==> config.mk <==
export PLATFORM = sky130hd
export DESIGN_NAME = uart_tx_arbiter
export DESIGN_NICKNAME = d
export VERILOG_FILES = /design/src/rtl/uart_tx_arbiter.sv
export SDC_FILE = /design/constraint.sdc
export NUM_CORES = 1
export LEC_CHECK = 0
export ABC_AREA = 0
export CAP_MARGIN = 10
export CORE_ASPECT_RATIO = 0.5
export CORE_MARGIN = 2
export CORE_UTILIZATION = 50
export DETAILED_ROUTE_END_ITERATION = 8
export PLACE_DENSITY = 0.9
export SKIP_CTS_REPAIR_TIMING = 1
export SYNTH_ARGS = -nofsm -noshare
export SYNTH_HDL_FRONTEND = slang
export SYNTH_SLANG_ARGS = --single-unit
==> constraint.sdc <==
create_clock -name clk -period 2.4 [get_ports clk]
set_input_delay 0.48 -clock clk [delete_from_list [all_inputs] [get_ports clk]]
set_output_delay 0.48 -clock clk [all_outputs]
set_load 0.03 [all_outputs]
==> src/rtl/uart_tx_arbiter.sv <==
// rtl/uart_tx_arbiter.sv - round-robin, message-locked arbiter sharing one UART transmitter
// between two byte-stream sources, with stall timeout on the locked source.
module uart_tx_arbiter #(
  parameter int TIMEOUT = 25000
) (
  input  logic       clk,
  input  logic       rst_n,
  input  logic [7:0] s0_data,
  input  logic       s0_valid,
  input  logic       s0_last,
  output logic       s0_ready,
  input  logic [7:0] s1_data,
  input  logic       s1_valid,
  input  logic       s1_last,
  output logic       s1_ready,
  output logic [7:0] utx_data,
  output logic       utx_valid,
  input  logic       utx_ready,
  output logic [1:0] grant,
  output logic       timeout_pulse
);

  localparam logic [1:0]  S_IDLE  = 2'd0;
  localparam logic [1:0]  S_LOCK  = 2'd1;
  localparam logic [1:0]  S_DRAIN = 2'd2;
  localparam logic [15:0] CNT_MAX = 16'(TIMEOUT - 1);

  logic [1:0]  state_q, state_d;
  logic [1:0]  grant_q, grant_d;
  logic        ptr_q, ptr_d;
  logic [15:0] cnt_q, cnt_d;
  logic [7:0]  data_q, data_d;
  logic        valid_q, valid_d;
  logic        pulse_q, pulse_d;

  logic        owner;
  logic        own_valid;
  logic        own_last;
  logic [7:0]  own_data;
  logic        accept;

  assign owner     = grant_q[1];
  assign s0_ready  = (state_q == S_LOCK) && grant_q[0] && !valid_q;
  assign s1_ready  = (state_q == S_LOCK) && grant_q[1] && !valid_q;
  assign own_valid = owner ? s1_valid : s0_valid;
  assign own_last  = owner ? s1_last  : s0_last;
  assign own_data  = owner ? s1_data  : s0_data;
  assign accept    = own_valid && (owner ? s1_ready : s0_ready);

  assign utx_data      = data_q;
  assign utx_valid     = valid_q;
  assign grant         = grant_q;
  assign timeout_pulse = pulse_q;

  always_comb begin
    state_d = state_q;
    grant_d = grant_q;
    ptr_d   = ptr_q;
    cnt_d   = cnt_q;
    data_d  = data_q;
    valid_d = valid_q;
    pulse_d = 1'b0;

    if (valid_q && utx_ready) begin
      valid_d = 1'b0;
    end

    case (state_q)
      S_IDLE: begin
        if (s0_valid || s1_valid) begin
          state_d = S_LOCK;
          cnt_d   = 16'd0;
          if (s0_valid && s1_valid) begin
            grant_d = ptr_q ? 2'b10 : 2'b01;
          end else begin
            grant_d = s1_valid ? 2'b10 : 2'b01;
          end
        end
      end
      S_LOCK: begin
        // A stall only counts while nothing is in flight, so backpressure never revokes.
        if (accept) begin
          data_d  = own_data;
          valid_d = 1'b1;
          cnt_d   = 16'd0;
          if (own_last) begin
            state_d = S_DRAIN;
          end
        end else if (!valid_q && !own_valid) begin
          if (cnt_q >= CNT_MAX) begin
            state_d = S_IDLE;
            grant_d = 2'b00;
            ptr_d   = !owner;
            cnt_d   = 16'd0;
            pulse_d = 1'b1;
          end else begin
            cnt_d = cnt_q + 16'd1;
          end
        end
      end
      S_DRAIN: begin
        if (!valid_q) begin
          state_d = S_IDLE;
          grant_d = 2'b00;
          ptr_d   = !owner;
        end
      end
      default: begin
        state_d = S_IDLE;
        grant_d = 2'b00;
      end
    endcase
  end

  always_ff @(posedge clk or negedge rst_n) begin
    if (!rst_n) begin
      state_q <= S_IDLE;
      grant_q <= 2'b00;
      ptr_q   <= 1'b0;
      cnt_q   <= 16'd0;
      data_q  <= 8'd0;
      valid_q <= 1'b0;
      pulse_q <= 1'b0;
    end else begin
      state_q <= state_d;
      grant_q <= grant_d;
      ptr_q   <= ptr_d;
      cnt_q   <= cnt_d;
      data_q  <= data_d;
      valid_q <= valid_d;
      pulse_q <= pulse_d;
    end
  end

endmodule

==> impl_metrics.env <==
export IMPL_status="finished clean"
export IMPL_worstSetupEndpoint="cnt_q[6]$_DFFE_PN0P_"
export IMPL_hp_class="reg2reg"
export IMPL_ir_drop_v=0.000771
export IMPL_grt_pass1_wl_um=6850
export IMPL_timing_rr_end="cnt_q[6]$_DFFE_PN0P_"
export IMPL_worstMarginPinSlew_ps=677
export IMPL_synth_nets=204
export IMPL_dr_first_iter_drc_count=160
export IMPL_row_count=14
export IMPL_viasPerCell=5.70
export IMPL_rsz0062_at_grt="false"
export IMPL_antenna_found_initial=0
export IMPL_ios=37
export IMPL_grt_max_degree=32
export IMPL_cts_buffers=5
export IMPL_io_buffers=36
export IMPL_final_nets=246
export IMPL_synth_ff_latch_count=31
export IMPL_wl_per_cell_um=15.1
export IMPL_finalPower_mw=2.54
export IMPL_skew_ps=7.18
export IMPL_vias=1499
export IMPL_drt_first_pass_iters=4
export IMPL_areaGrowthSynthToFinish_pct=33.1
export IMPL_dieArea_um2=3840
export IMPL_gp_congestion=0.930
export IMPL_slew_headroom_pct=54.8
export IMPL_synthCells=180
export IMPL_setup_violations=0
export IMPL_routed_wirelength_um=3970
export IMPL_place_area_um2=2090
export IMPL_ys_types=41
export IMPL_maxCapViolations=0
export IMPL_die_h_um=44.8
export IMPL_dp_hpwl_um=2810
export IMPL_synthTopCellsByArea="dfrtp_1 (47%), mux2i_1 (6.0%), nor2_1 (5.4%), a21oi_1 (4.5%), nand2_1 (4.1%)"
export IMPL_slew_violations=0
export IMPL_synth_top_area_share_pct=46.5
export IMPL_grt_pass1_vias=1445
export IMPL_start_util_pct=54.1
export IMPL_r2r_cells=6
export IMPL_period_share_pct=92.6
export IMPL_clock_sinks=31
export IMPL_cts_root_buf="clkbuf_8"
export IMPL_p_leak_nw=0.946
export IMPL_grt_usage_pct=23.6
export IMPL_yosysTopAreaCell="dfrtp_1"
export IMPL_ctsLongestPathBuffers=2
export IMPL_die_x_um=85.6
export IMPL_synth_ff_type="dfrtp_1"
export IMPL_path_max_fanout=8
export IMPL_clk_latency_ps=290
export IMPL_max_freq_mhz=450
export IMPL_syn_area_um2=1670
export IMPL_core_um2=3080
export IMPL_drc_errors=0
export IMPL_async_flop_share_pct=100
export IMPL_ys_warnings_count=0
export IMPL_cp_startpoint="cnt_q[0]$_DFFE_PN0P_"
export IMPL_worstPathRequired_ps=2580
export IMPL_powerDensity_nw_per_um2=1150
export IMPL_cts_tree="done"
export IMPL_gr_total_overflow=0
export IMPL_layout_drive_gt1_share_pct=8.97
export IMPL_critPathArrivalTime_ps=2410
export IMPL_yosysSeqAreaShare_pct=46.5
export IMPL_fin_setup_tns_ps=0
export IMPL_cp_start_kind="register"
export IMPL_crit_type="reg2reg"
export IMPL_final_area_um2=2220
export IMPL_fin_crit_ps=2220
export IMPL_cp_end_kind="register"
export IMPL_cts_clk_slew_worst_paths_ps=70
export IMPL_ff2ff_setup_slack_ps=180
export IMPL_hold_violations=0
export IMPL_syn_area_per_cell_um2=9.26
export IMPL_antenna_cells=0
export IMPL_r2r_start="cnt_q[0]$_DFFE_PN0P_"
export IMPL_htree_levels=2
export IMPL_synth_edf_count=0
export IMPL_antenna_left=0
-- cells in the final DEF (no fill, tap or decap), drive strengths merged, types with 3 or more instances in the layout --
master / n
and2: 3
nand2: 19
buf: 6
mux2i: 10
nor4: 3
o21ai: 7
dfrtp: 31
inv: 5
clkdlybuf4s50: 34
xnor2: 6
nor2: 24
clkbuf: 6
a21oi: 17
nor3: 9
nand3: 8
-- critical path, stage by stage, from the launching register on --
cell and delay (ps):
dfrtp_1 420, ha_1 290, a2111oi_1 410, nor2_1 130, o32ai_4 380, nand2_2 210
o21ai_0 290
-- layer usage --
metal	vias to the layer above	track usage [%]	wire length, um
li1	738	-	-
met1	710	29.3	1780
met2	45	40.2	1970
met3	6	7.86	187
met4	0	7.62	39
met5	-	0	0
-- flip-flops by register name, indices dropped and copies added, names as in the netlist --
| name | cells |
|---|---|
| grant | 2 |
| state_q | 2 |
| ptr_q | 1 |
| cnt_q | 16 |
| timeout_pulse | 1 |
| utx_valid | 1 |
| utx_data | 8 |
-- area by class of cell --
| cell class | instances | area [um2] |
|---|---|---|
| fill | 210 | 865 |
| inverter | 5 | 18.8 |
| sequential | 31 | 776 |
| timing repair buffer | 42 | 410 |
| multi-input combinational | 137 | 846 |
| clock inverter | 2 | 35.0 |
| clock buffer | 6 | 82.6 |
| tap | 40 | 50.0 |
-- cell usage after synthesis, drive strengths merged, types with 3 or more instances --
master and n:
dfrtp 31, buf 6, mux2i 10, nor4 3, and2 3, o21ai 7, nand2 19, nor2 24
xnor2 6, nor3 9, inv 5, a21oi 17, nand3 8
-- through the flow --
step	util, %	hold slack [ps]	setup slack [ps]	instances
floorplan	-	184	446	180
global placement	67.8	475	129	255
detailed placement	67.8	500	68.5	255
CTS	71.6	515	-71.0	263
global route	72.0	535	23.0	263
finish	72.0	506	177	263
-- logic make-up after synthesis --
group,share of synthesized area (%)
buffers and inverters,3.08
AOI/OAI and AO/OA,16.7
xor gates and xnor gates,3.15
adders and majority gates,0.751
and+or+nand+nor,23.7
DFF,46.5
muxes,6.01
-- power by group --
| part | switching [mW] | internal (mW) | leakage [nW] | total [mW] |
|---|---|---|---|---|
| Combinational | 0.708 | 0.491 | 0.487 | 1.20 |
| Clock | 0.199 | 0.336 | 0.0612 | 0.535 |
| Sequential | 0.149 | 0.662 | 0.397 | 0.811 |
| Total | 1.06 | 1.49 | 0.946 | 2.54 |
-- how the worst min path moves through the flow --
stage                             from  cells after the start                 endpoint
2_1_floorplan                    rst_n                      0     cnt_q[0]$_DFFE_PN0P_
3_3_place_gp     cnt_q[14]$_DFFE_PN0P_                      2    cnt_q[14]$_DFFE_PN0P_
3_5_place_dp     cnt_q[14]$_DFFE_PN0P_                      2    cnt_q[14]$_DFFE_PN0P_
4_1_cts          cnt_q[14]$_DFFE_PN0P_                      2    cnt_q[14]$_DFFE_PN0P_
5_1_grt        utx_data[3]$_DFFE_PN0P_                      2  utx_data[3]$_DFFE_PN0P_
6_report         cnt_q[14]$_DFFE_PN0P_                      2    cnt_q[14]$_DFFE_PN0P_
Power figures use the tool's default switching activity.
==> edit 1: new RTL, config.mk and constraints unchanged <==
Remove the register `pulse_q`: a continuous assignment takes its place, so the output `timeout_pulse` follows one clock earlier.
--- a/src/rtl/uart_tx_arbiter.sv
+++ b/src/rtl/uart_tx_arbiter.sv
@@ -121,5 +121,4 @@
       data_q  <= 8'd0;
       valid_q <= 1'b0;
-      pulse_q <= 1'b0;
     end else begin
       state_q <= state_d;
@@ -129,8 +128,9 @@
       data_q  <= data_d;
       valid_q <= valid_d;
-      pulse_q <= pulse_d;
     end
   end
 
+  assign pulse_q = pulse_d;
+
 endmodule
 
Behaviour: no difference found for any inputs over 10 cycles, from zero or initial values and one cycle with rst_n low; that may be too few to reach the edited logic, so the function may still have changed.
==> edit 1 against the unedited design <==
- setup slack worse by 0.24 ns
- total power is 1.4% higher
- largest cell class unchanged
- sequential cell count is 1 lower
- cell area is 1.7% higher
- via count is 13% higher
- highest routed layer unchanged
- area after synthesis is 0.90% lower
- routed wire length is 25% higher
- the run now ends with setup timing left
==> edit 1: results (changes against the unedited design) <==
Status - finished with violations
Failing checks - setup timing
Xor/xnor share of the synthesized area - 5.30% (+2.1 points)
Post-synth top cells - dfrtp_1 (30), nor2_1 (27), nand2_1 (12), a21oi_1 (10)
Vias in the first global route - 1460 (+1.0%)
Setup Crit Path Kind - reg2out
GPL Wtd Cong - 0.903 (-2.9%)
Pin count of the biggest net entering global routing - 31 (-3.1%)
Multi-In Gates - 132 (-3.6%)
Placed insts - 253 (-0.78%)
Post-detail-place hpwl - 3000 um (+6.6%)
Total Wirelength - 4960 um (+25%)
Comb group - 1.34 mW (+12%)
Synth cell types - 46 (+12%)
Drt via density - 6.35 (+11%)
P_clk - 0.434 mW (-19%)
Critical path peak fanout - 5 (-3)
Sw power - 1.13 mW (+7.0%)
Worst VDD drop - 0.774 mV (+0.37%)
Worst slew pin tran - 0.532 ns (-0.145 ns)
Clock buffers - 7 (+1)
Compound-Gate Fraction of Synth Area - 14.8% (-2.0 points)
Post-synthesis sequential area ratio - 45.5% (-1.1 points)
Register Area - 751 um2 (-3.2%)
Cell Area, Placed - 0.00210 mm2 (+0.48%)
CP Capture Point - timeout_pulse
Setup violations, final - 1 (+1)
Setup_tns - -0.0623 ns (-0.0623 ns)
Worst setup margin - -0.0623 ns (-0.240 ns)
Post-synthesis mux area share - 6.82% (+0.81 points)
DR WL/cell - 18.5 um (+22%)
R2R depth - 7 (+1)
Reg2reg end - state_q[0]$_DFFE_PN0P_
Clk_skew - 0.0149 ns (+0.00773 ns)
First-pass GRT wire length - 6860 um (+0.10%)
1st-pass router iterations - 6 (+2)
Seq area share - 33.3% (-1.7 points)
-- edit 1: cell count changes in the layout (fill, tap and decap cells not counted), sizes merged, moves of 3 or more --
| cell | unedited run | this run |
|---|---|---|
| xor2 | 0 | 5 |
| nor2b | 0 | 3 |
| a21oi | 17 | 11 |
| nand3 | 8 | 5 |
| nand2 | 19 | 12 |
| o21ai | 7 | 3 |
| nor2 | 24 | 28 |
| buf | 6 | 18 |
-- edit 1: layer usage --
metal  GRT usage [%]  vias to the layer above  part of all wire (%)
li1                -                      729                     -
met1            30.9                      796                    37
met2            39.5                      141                    46
met3            7.65                       35                    12
met4            11.1                        0                   4.8
met5               0                        -                     0
-- edit 1: kinds of logic after synthesis --
kind of cell / count (synthesis)
flops: 30
xor+xnor: 10
buf+inv: 13
fa+ha+maj: 1
mux: 11
compound gates: 32
simple gates: 78
==> edit 2: new RTL, config.mk and constraints unchanged <==
Made on the original files. The parameter `TIMEOUT` goes from 25000 to 18750.
--- a/src/rtl/uart_tx_arbiter.sv
+++ b/src/rtl/uart_tx_arbiter.sv
@@ -2,5 +2,5 @@
 // between two byte-stream sources, with stall timeout on the locked source.
 module uart_tx_arbiter #(
-  parameter int TIMEOUT = 25000
+  parameter int TIMEOUT = 18750
 ) (
   input  logic       clk,
Function: same outputs for any inputs over 10 cycles, from zero or initial values and one cycle with rst_n low; that may be too few to reach the edited logic, so the function may still have changed.
==> edit 2 against the unedited design <==
- sequential cell count is the same
- cell area grew 4.2%
- critical endpoint is now cnt_q[10]$_DFFE_PN0P_
- total power grew 6.3%
- fmax up 0.81%
- largest power group unchanged
- setup slack better by 0.018 ns
- critical path depth decreased by 2
- routed wire length grew 8.4%
- area after synthesis increased by 6.5%
==> edit 2: results (changes against the unedited design) <==
Status - completed
WP data arrival - 2.38 ns (-0.03 ns)
Syn nets - 215 (+5.4%)
Pin count of the biggest net entering global routing - 32 (unchanged)
Critical path peak fanout - 12 (+4)
Num CTS Buffers - 5 (unchanged)
Slowest-stage cell, CP - o21bai_1
1st-pass router iterations - 4 (unchanged)
Yosys top cell area share - 43.7% (-2.8 points)
Setup_tns - 0 ns (unchanged)
First-pass GRT wire length - 6840 um (-0.20%)
ANT cells - 0 (unchanged)
Clk root buf - clkbuf_8
Relative slew slack - 50.2% (-4.6 points)
Worst-Skew Late Latency - 0.29 ns (about the same)
Number of synthesis warnings - 0 (unchanged)
Worst VDD drop - 0.364 mV (-53%)
Biggest register - cnt_q
FILL cells - 266 (+27%)
IO buf count - 36 (unchanged)
DRC - 0 (unchanged)
Hold path startpoint - utx_data[3]$_DFFE_PN0P_
Max stage delay on crit path - 0.63 ns (+0.21 ns)
Ys async rst share - 100% (unchanged)
Clk_skew - 0.00893 ns (+0.00175 ns)
GPL Wtd Cong - 0.828 (-11%)
Initial DRC count - 138 (-14%)
Initial antenna violation count - 0 (unchanged)
Area contributors post-synth - dfrtp_1 (44%), mux2i_1 (6.2%), nor2_1 (4.0%)
Post-detail-place hpwl - 3060 um (+8.8%)
R2r startpoint - state_q[0]$_DFFE_PN0P_
Nets - 256 (+4.1%)
Vias in the first global route - 1525 (+5.5%)
Leakage - 1.01 nW (+7.2%)
Share of cells above drive strength 1 - 9.09% (+0.12 points)
Hold Crit Class - reg2reg
Crit. Startpoint - state_q[0]$_DFFE_PN0P_
H-tree depth - 2 (unchanged)
Synth cell types - 47 (+15%)
Clock Tree Buf Depth - 2 (unchanged)
Routed via count - 1660 (+11%)
Global route overflow - 0 (unchanged)
Post-synthesis sequential area ratio - 43.7% (-2.8 points)
GRT Total Usage - 22.4% (-1.2 points)
Post-synth top cells - dfrtp_1 (31), nor2_1 (19), nand2_1 (18), a21oi_1 (13), o21ai_0 (12)
Clock transition at path regs - 0.07 ns (about the same)
DR WL/cell - 15.3 um (+1.1%)
Max reg flops - 16 (unchanged)
edit 2: changes by cell type after synthesis, sizes merged, moves of 3 or more:
cell	delta
nor2	-4
o21ai	+9
nor2b	+5
xnor2	-6
a21oi	-4
nand3	-3
a22o	+6
edit 2: path summary, 6_finish.rpt:
check | to | slack (ns) | cells past startpoint
setup reg to reg | cnt_q[10]$_DFFE_PN0P_ | 0.20 | 4
hold reg to reg | utx_data[3]$_DFFE_PN0P_ | 0.53 | 2
max in group asynchronous | cnt_q[11]$_DFFE_PN0P_ | 1.54 | 2
setup / recovery | cnt_q[10]$_DFFE_PN0P_ | 0.20 | 4
min in group asynchronous | cnt_q[13]$_DFFE_PN0P_ | 0.58 | 2
hold / removal | utx_data[3]$_DFFE_PN0P_ | 0.53 | 2
edit 2: power breakdown:
group / switching (mW) / internal [mW]
sequential: 0.132 / 0.657
combinational: 0.814 / 0.561
clock: 0.206 / 0.336
total: 1.15 / 1.55
edit 2: kinds of logic (layout without fill, tap and decap cells):
family | Yosys count | in the layout | synth area share (%)
adders and majority gates | 3 | 3 | 2.12
and+or+nand+nor | 74 | 74 | 21.7
buffers and inverters | 15 | 57 | 4.51
muxes | 12 | 12 | 6.84
DFF | 31 | 31 | 43.7
AOI/OAI and AO/OA | 54 | 54 | 21.1
edit 2: per-stage QoR:
step / setup WS [ns] / instances / hold slack [ns] / instance area (um2) / util, %
after global routing: 0.0625 / 282 / 0.565 / 2310 / 67.7
after global placement: 0.147 / 274 / 0.509 / 2190 / 64.1
after CTS: -0.110 / 282 / 0.537 / 2310 / 67.5
after detailed placement: 0.0304 / 274 / 0.521 / 2190 / 64.1
final: 0.195 / 282 / 0.530 / 2310 / 67.7
after floorplan: 0.446 / 189 / 0.184 / 1770 / -
edit 2: cell type report:
| class | count | area, um2 | area share (%) |
|---|---|---|---|
| inverter | 7 | 26.3 | 1.14 |
| tap | 51 | 63.8 | 2.76 |
| clock buffer | 6 | 82.6 | 3.57 |
| sequential | 31 | 776 | 33.5 |
| clock inverter | 2 | 35.0 | 1.52 |
| multi-input combinational | 143 | 918 | 39.7 |
| timing repair buffer | 42 | 410 | 17.7 |
edit 2: critical path: cells and delay by family (launching register included):
kind            cells  cell delay [ns]
flops               1             0.52
compound gates      3             1.12
simple gates        1             0.44
edit 2: metal layers:
layer	track usage (%)	part of all wire [%]
met1	28.6	42
met2	37.0	49
met3	5.56	6.9
met4	10.3	1.8
met5	0	0
